### config.mk
export PLATFORM = sky130hd
export DESIGN_NAME = uart_cfg_frame_ctrl_flat
export DESIGN_NICKNAME = d
export VERILOG_FILES = /design/src/rtl/uart_cfg_frame_ctrl_if.sv /design/src/rtl/uart_cfg_frame_ctrl.sv /design/src/flat_wrapper.sv
export SDC_FILE = /design/constraint.sdc
export NUM_CORES = 1
export LEC_CHECK = 0
export ABC_AREA = 0
export CORE_MARGIN = 2
export CORE_UTILIZATION = 53
export CTS_BUF_LIST = sky130_fd_sc_hd__clkbuf_4
export DETAILED_ROUTE_END_ITERATION = 7
export DONT_BUFFER_PORTS = 1
export PLACE_DENSITY = 0.68
export SYNTH_ARGS = -nofsm -noshare
export SYNTH_HDL_FRONTEND = slang
export SYNTH_SLANG_ARGS = --single-unit
### constraint.sdc
create_clock -name clk -period 3.4 [get_ports clk]
set_input_delay 0.68 -clock clk [delete_from_list [all_inputs] [get_ports clk]]
set_output_delay 0.68 -clock clk [all_outputs]
set_load 0.05 [all_outputs]
### src/rtl/uart_cfg_frame_ctrl_if.sv
// Byte-in / register-write-out bus between the UART receiver, the frame
// controller and the lidar configuration register bank.
interface uart_cfg_frame_ctrl_if;
  logic [7:0]  rx_byte;
  logic        rx_byte_valid;
  logic        cfg_ready;
  logic        cfg_wr_en;
  logic [7:0]  cfg_addr;
  logic [31:0] cfg_wdata;
  logic        busy;
  logic [15:0] frame_ok_cnt;
  logic [15:0] frame_err_cnt;

  modport master (
    output rx_byte, rx_byte_valid, cfg_ready,
    input  cfg_wr_en, cfg_addr, cfg_wdata, busy, frame_ok_cnt, frame_err_cnt
  );

  modport slave (
    input  rx_byte, rx_byte_valid, cfg_ready,
    output cfg_wr_en, cfg_addr, cfg_wdata, busy, frame_ok_cnt, frame_err_cnt
  );
endinterface

### src/rtl/uart_cfg_frame_ctrl.sv
// Framed UART command decoder: HEADER, ADDR, D3..D0, XOR CSUM -> one
// ready/valid register write, with inter-byte timeout and status counters.
module uart_cfg_frame_ctrl #(
  parameter logic [7:0]  HEADER      = 8'h5A,
  parameter int unsigned TIMEOUT_CYC = 40000
) (
  input  logic                   clk,
  input  logic                   rst_n,
  uart_cfg_frame_ctrl_if.slave   bus
);

  typedef enum logic [2:0] {S_IDLE, S_ADDR, S_DATA, S_CSUM, S_WRITE} state_t;

  localparam logic [19:0] TMO_LAST = 20'(TIMEOUT_CYC - 1);

  state_t      state_q, state_d;
  logic [1:0]  idx_q;
  logic [7:0]  addr_sh_q;
  logic [31:0] shadow_q;
  logic [19:0] tmo_q;
  logic        wr_en_q, busy_q;
  logic [7:0]  cfg_addr_q;
  logic [31:0] cfg_wdata_q;
  logic [15:0] ok_cnt_q, err_cnt_q;

  logic       byte_v, in_frame, tmo_hit, hs, err_ev, load_wr;
  logic [7:0] csum_calc;

  assign byte_v    = bus.rx_byte_valid;
  assign in_frame  = (state_q == S_ADDR) || (state_q == S_DATA) || (state_q == S_CSUM);
  // A byte in the expiry cycle wins over the timeout.
  assign tmo_hit   = in_frame && !byte_v && (tmo_q == TMO_LAST);
  assign hs        = wr_en_q && bus.cfg_ready;
  assign csum_calc = addr_sh_q ^ shadow_q[31:24] ^ shadow_q[23:16] ^
                     shadow_q[15:8] ^ shadow_q[7:0];

  always_ff @(posedge clk or negedge rst_n) begin
    if (!rst_n) state_q <= S_IDLE;
    else        state_q <= state_d;
  end

  always_comb begin
    state_d = state_q;
    err_ev  = 1'b0;
    load_wr = 1'b0;
    if (tmo_hit) begin
      state_d = S_IDLE;
      err_ev  = 1'b1;
    end else begin
      case (state_q)
        S_IDLE:  if (byte_v && bus.rx_byte == HEADER) state_d = S_ADDR;
        S_ADDR:  if (byte_v) state_d = S_DATA;
        S_DATA:  if (byte_v && idx_q == 2'd3) state_d = S_CSUM;
        S_CSUM: begin
          if (byte_v) begin
            if (bus.rx_byte == csum_calc) begin
              state_d = S_WRITE;
              load_wr = 1'b1;
            end else begin
              state_d = S_IDLE;
              err_ev  = 1'b1;
            end
          end
        end
        S_WRITE: begin
          // Bytes during a pending write are overruns; handshake still completes.
          if (byte_v) err_ev = 1'b1;
          if (hs) state_d = S_IDLE;
        end
        default: state_d = S_IDLE;
      endcase
    end
  end

  always_ff @(posedge clk or negedge rst_n) begin
    if (!rst_n) begin
      idx_q       <= '0;
      addr_sh_q   <= '0;
      shadow_q    <= '0;
      tmo_q       <= '0;
      wr_en_q     <= 1'b0;
      busy_q      <= 1'b0;
      cfg_addr_q  <= '0;
      cfg_wdata_q <= '0;
      ok_cnt_q    <= '0;
      err_cnt_q   <= '0;
    end else begin
      if (!in_frame || byte_v || tmo_hit) tmo_q <= '0;
      else                                tmo_q <= tmo_q + 20'd1;

      if (state_q == S_ADDR && byte_v) begin
        addr_sh_q <= bus.rx_byte;
        idx_q     <= '0;
      end
      if (state_q == S_DATA && byte_v) begin
        shadow_q <= {shadow_q[23:0], bus.rx_byte};
        idx_q    <= idx_q + 2'd1;
      end

      if (load_wr) begin
        cfg_addr_q  <= addr_sh_q;
        cfg_wdata_q <= shadow_q;
      end
      wr_en_q <= (state_d == S_WRITE);
      busy_q  <= (state_d != S_IDLE);

      if (hs && ok_cnt_q != 16'hFFFF)      ok_cnt_q  <= ok_cnt_q + 16'd1;
      if (err_ev && err_cnt_q != 16'hFFFF) err_cnt_q <= err_cnt_q + 16'd1;
    end
  end

  assign bus.cfg_wr_en     = wr_en_q;
  assign bus.cfg_addr      = cfg_addr_q;
  assign bus.cfg_wdata     = cfg_wdata_q;
  assign bus.busy          = busy_q;
  assign bus.frame_ok_cnt  = ok_cnt_q;
  assign bus.frame_err_cnt = err_cnt_q;

endmodule

### src/flat_wrapper.sv
// flat-port wrapper written by rule: the top's interface ports become plain ports
module uart_cfg_frame_ctrl_flat 
#(
  parameter logic [7:0]  HEADER      = 8'h5A,
  parameter int unsigned TIMEOUT_CYC = 40000
)
  (clk, rst_n, bus_rx_byte, bus_rx_byte_valid, bus_cfg_ready, bus_cfg_wr_en, bus_cfg_addr, bus_cfg_wdata, bus_busy, bus_frame_ok_cnt, bus_frame_err_cnt);
  uart_cfg_frame_ctrl_if bus_i ();
  input  logic clk;
  input  logic rst_n;
  input wire logic [$bits(bus_i.rx_byte)-1:0] bus_rx_byte;
  input wire logic [$bits(bus_i.rx_byte_valid)-1:0] bus_rx_byte_valid;
  input wire logic [$bits(bus_i.cfg_ready)-1:0] bus_cfg_ready;
  output wire logic [$bits(bus_i.cfg_wr_en)-1:0] bus_cfg_wr_en;
  output wire logic [$bits(bus_i.cfg_addr)-1:0] bus_cfg_addr;
  output wire logic [$bits(bus_i.cfg_wdata)-1:0] bus_cfg_wdata;
  output wire logic [$bits(bus_i.busy)-1:0] bus_busy;
  output wire logic [$bits(bus_i.frame_ok_cnt)-1:0] bus_frame_ok_cnt;
  output wire logic [$bits(bus_i.frame_err_cnt)-1:0] bus_frame_err_cnt;
  assign bus_i.rx_byte = bus_rx_byte;
  assign bus_i.rx_byte_valid = bus_rx_byte_valid;
  assign bus_i.cfg_ready = bus_cfg_ready;
  assign bus_cfg_wr_en = bus_i.cfg_wr_en;
  assign bus_cfg_addr = bus_i.cfg_addr;
  assign bus_cfg_wdata = bus_i.cfg_wdata;
  assign bus_busy = bus_i.busy;
  assign bus_frame_ok_cnt = bus_i.frame_ok_cnt;
  assign bus_frame_err_cnt = bus_i.frame_err_cnt;
  uart_cfg_frame_ctrl #(.HEADER(HEADER), .TIMEOUT_CYC(TIMEOUT_CYC)) u_core (.clk(clk), .rst_n(rst_n), .bus(bus_i));
endmodule
==> impl_metrics.csv <==
group,metric,value,unit
run_status,run_status,"finished with violations",
run_status,violations,"hold timing",
worst_setup_path,critPathKind,"reg2reg",
place,io_buffer_count,0,
cells_and_area,flow.area_growth_from_synthesis,6.784,%
cells_and_area,mostFrequentLayoutCell,"dfrtp_1",
sta,final_cycle_share,75.60,%
logic_synthesis,netlist_area,6381,µm²
place,routabilityCongestion,0.8578,
sta,setup_viols_final,0,
power_and_ir_drop,cellPowerDensity,703.4,nW/µm²
cells_and_area,antenna-diode-count,0,
worst_setup_path,critPathSlowestCell,"nor3_4",
worst_setup_path,ff2ff_path_depth,8,
cells_and_area,end_of_flow_core_utilization,57.45,%
place,hpwl,7335,µm
grt,global_route.usage.total,18.35,%
worst_setup_path,critical_r2r_capture,"u_core.bus.frame_err_cnt[7]",
drt,route.detailed.wl_per_inst,16.70,µm
grt,globalRoute.totalOverflow,0,
logic_synthesis,syn_inst,486,
cts,cts.path.max_buffers,2,
worst_setup_path,worstSetupStartpointType,"flip-flop",
sta,hold_ws,-0.1892,ns
sta,fin_tns_setup,0,ns
power_and_ir_drop,post-layout-total-power,4.793,mW
cts,cts-resized-gates,0,
cts,tritoncts_num_sinks,139,
drt,drt-total-wl,10950,µm
cts,clock_tree_from_tritoncts,"done",
grt,antenna_found_initial,0,
cells_and_area,area_occupied_by_multi_input_gates,2780,µm²
worst_setup_path,critical-path-max-stage-delay,0.45,ns
floorplanning,io_pins,86,
floorplanning,dieArea,12930,µm²
worst_hold_path,hold_path_class,"in2async",
logic_synthesis,synth_cell_types,45,
logic_synthesis,syn-mean-instance-area,13.13,µm²
place,dp_slack,0.6464,ns
grt,via_count_of_the_first_global_routing_pass,3686,
worst_setup_path,worst-endpoint-arrival,3.05,ns
grt,grt_first_pass_wirelength,18460,µm
logic_synthesis,edff_count_synth,0,
logic_synthesis,flop_and_latch_count_out_of_synthesis,139,
cells_and_area,layout_common_cells,"139 x dfrtp_1, 83 x mux2_2, 38 x xor2_1, 35 x nor2_1, 33 x xnor2_1",
cts,cts_inserted_buffers,17,
power_and_ir_drop,vdd_ir_drop_max,450.6,µV
drt,drcViolationCount,0,
floorplanning,fp.dieH,113.7,µm
sta,grt_setup_unrepaired,"false",
sta,final_hold_viol_count,139,
logic_synthesis,synth-seq-area-share,54.51,%
sta,period_needed,2.570,ns
cells_and_area,post_route_cells_drive_above_1_share,26.92,%
grt,pin_count_of_the_biggest_net_entering_global_routing,140,
sta,worst-slew-pin-transition,0.8004,ns
cts,cts.repair_timing.setup_buffer_count,0,
logic_synthesis,synthFlopType,"dfrtp_1",
worst_setup_path,cp_max_fo,9,
worst_setup_path,timing.reg2reg.setup_slack,0.83,ns
sta,report.final.slew_viol_count,0,
cts,cts.clk_slew.worst_paths,0.13,ns
drt,vias,3670,
cts,htree_num_levels,4,
floorplanning,core.rowCount,40,
power_and_ir_drop,power_leakage,3.148,nW
floorplanning,core_area,11860,µm²
worst_setup_path,worstSetupEndpointType,"flip-flop",
worst_setup_path,r2r-start,"u_core.tmo_q[0]",
logic_synthesis,syn-num-nets,502,
sta,finalWorstSetupSlack,0.8296,ns
drt,drt-vias-per-instance,5.595,
worst_setup_path,cp_cell_sequence,"ha_1 -> nand2_1 -> nand4bb_1 -> nor3_4 -> o31ai_2 -> buf_4 -> nor4_1 -> xor2_1",
sta,finClkSkew,0.02557,ns
drt,ant_nets,0,
drt,drt-pass1-iter-count,4,
cts,root_buffer,"clkbuf_4",
cells_and_area,final_nets,513,
sta,fmax,389.0,MHz
floorplanning,initial_utilization,53.80,%
cells_and_area,area.sequential,3478,µm²
logic_synthesis,synthArstFlopShare,100.0,%
cells_and_area,num-fill-cells,967,
sta,timing.max_slew.rel_slack,46.40,%
run,drv_cap,0,
cts,insertion_delay,0.55,ns
worst_setup_path,timing.critical_path.required,3.88,ns
logic_synthesis,yosys_warnings,0,
floorplanning,die_w,113.7,µm
drt,detailedRoute.firstIterationViolations,150,
-- report_power, final --
part / switching, mW / internal [mW] / total [mW]
Clock: 0.576 / 0.507 / 1.08
Combinational: 0.501 / 0.834 / 1.34
Sequential: 0.428 / 1.95 / 2.38
-- final cells by class --
type,instances,share of cell area (%)
clock buffer,18,1.983
clock inverter,13,2.185
inverter,8,0.4407
multi-input combinational,325,40.80
sequential,139,51.05
tap,147,2.699
timing repair buffer,6,0.8447
-- metrics by stage --
step / instances / instance area, µm²
after floorplan: 486 / 6381
after global placement: 625 / 6530
after detailed placement: 625 / 6530
after CTS: 656 / 6814
after global routing: 656 / 6814
final: 656 / 6814
-- critical path: cells and delay by family, from the launching register on --
kind / cells / cell delay (ns)
flip-flops: 1 / 0.38
AO/OA/AOI/OAI: 1 / 0.26
XOR/XNOR: 1 / 0.17
adder cells (fa/ha/maj): 1 / 0.21
AND/OR/NAND/NOR: 4 / 1.22
buffers and inverters: 1 / 0.25
-- flip-flops by register name (all words and copies together), names as in the netlist --
name,cells
u_core.tmo_q,20
u_core.bus.cfg_wr_en,1
u_core.state_q,3
u_core.bus.frame_ok_cnt,16
u_core.idx_q,2
u_core.bus.frame_err_cnt,16
u_core.bus.busy,1
u_core.shadow_q,32
u_core.bus.cfg_addr,8
u_core.addr_sh_q,8
u_core.bus.cfg_wdata,32
-- worst max path at each step --
stage / startpoint / depth (start not counted) / slack [ns] / end
floorplan: bus_rx_byte[1] / 6 / 0.98 / u_core.bus.cfg_addr[7]
global placement: bus_rx_byte[4] / 7 / 0.69 / u_core.bus.frame_err_cnt[13]
detailed placement: bus_rx_byte[4] / 7 / 0.65 / u_core.bus.frame_err_cnt[13]
CTS: u_core.bus.frame_err_cnt[0] / 8 / 0.82 / u_core.bus.frame_err_cnt[7]
global route: u_core.bus.frame_ok_cnt[7] / 6 / 0.64 / u_core.bus.frame_ok_cnt[15]
finish: u_core.tmo_q[0] / 8 / 0.83 / u_core.bus.frame_err_cnt[7]
-- cell families (layout without fill, tap and decap cells) --
group	Yosys count	in the layout	share of synthesized area, %
xor gates and xnor gates	79	79	12.57
and+or+nand+nor	143	143	13.49
AOI/OAI and AO/OA	14	14	1.687
muxes	85	85	14.96
DFF	139	139	54.51
buffers and inverters	22	45	2.000
adders and majority gates	4	4	0.7843
-- synthesized netlist by cell type (8+ instances only) --
| master | number | area (µm²) |
|---|---|---|
| xnor2_1 | 33 | 289.0 |
| nor3_1 | 8 | 40.04 |
| nand4_1 | 12 | 75.07 |
| nand3_1 | 19 | 95.09 |
| dfrtp_1 | 139 | 3478 |
| nand2_1 | 22 | 82.58 |
| nor3_2 | 8 | 80.08 |
| mux2_2 | 83 | 934.7 |
| xnor3_1 | 8 | 180.2 |
| and3_1 | 8 | 50.05 |
| nor2_1 | 35 | 131.4 |
| xor2_1 | 38 | 332.8 |
-- layer usage --
layer  GRT usage, %  vias to the layer above  part of all wire (%)
met2          27.15                       79                    46
li1               -                     1748                     -
met1          24.55                     1830                    46
met3          6.854                       13                   5.8
met5              0                        -                     0
met4          7.724                        0                   1.7
Note: power is estimated with default switching activity, not from simulation.
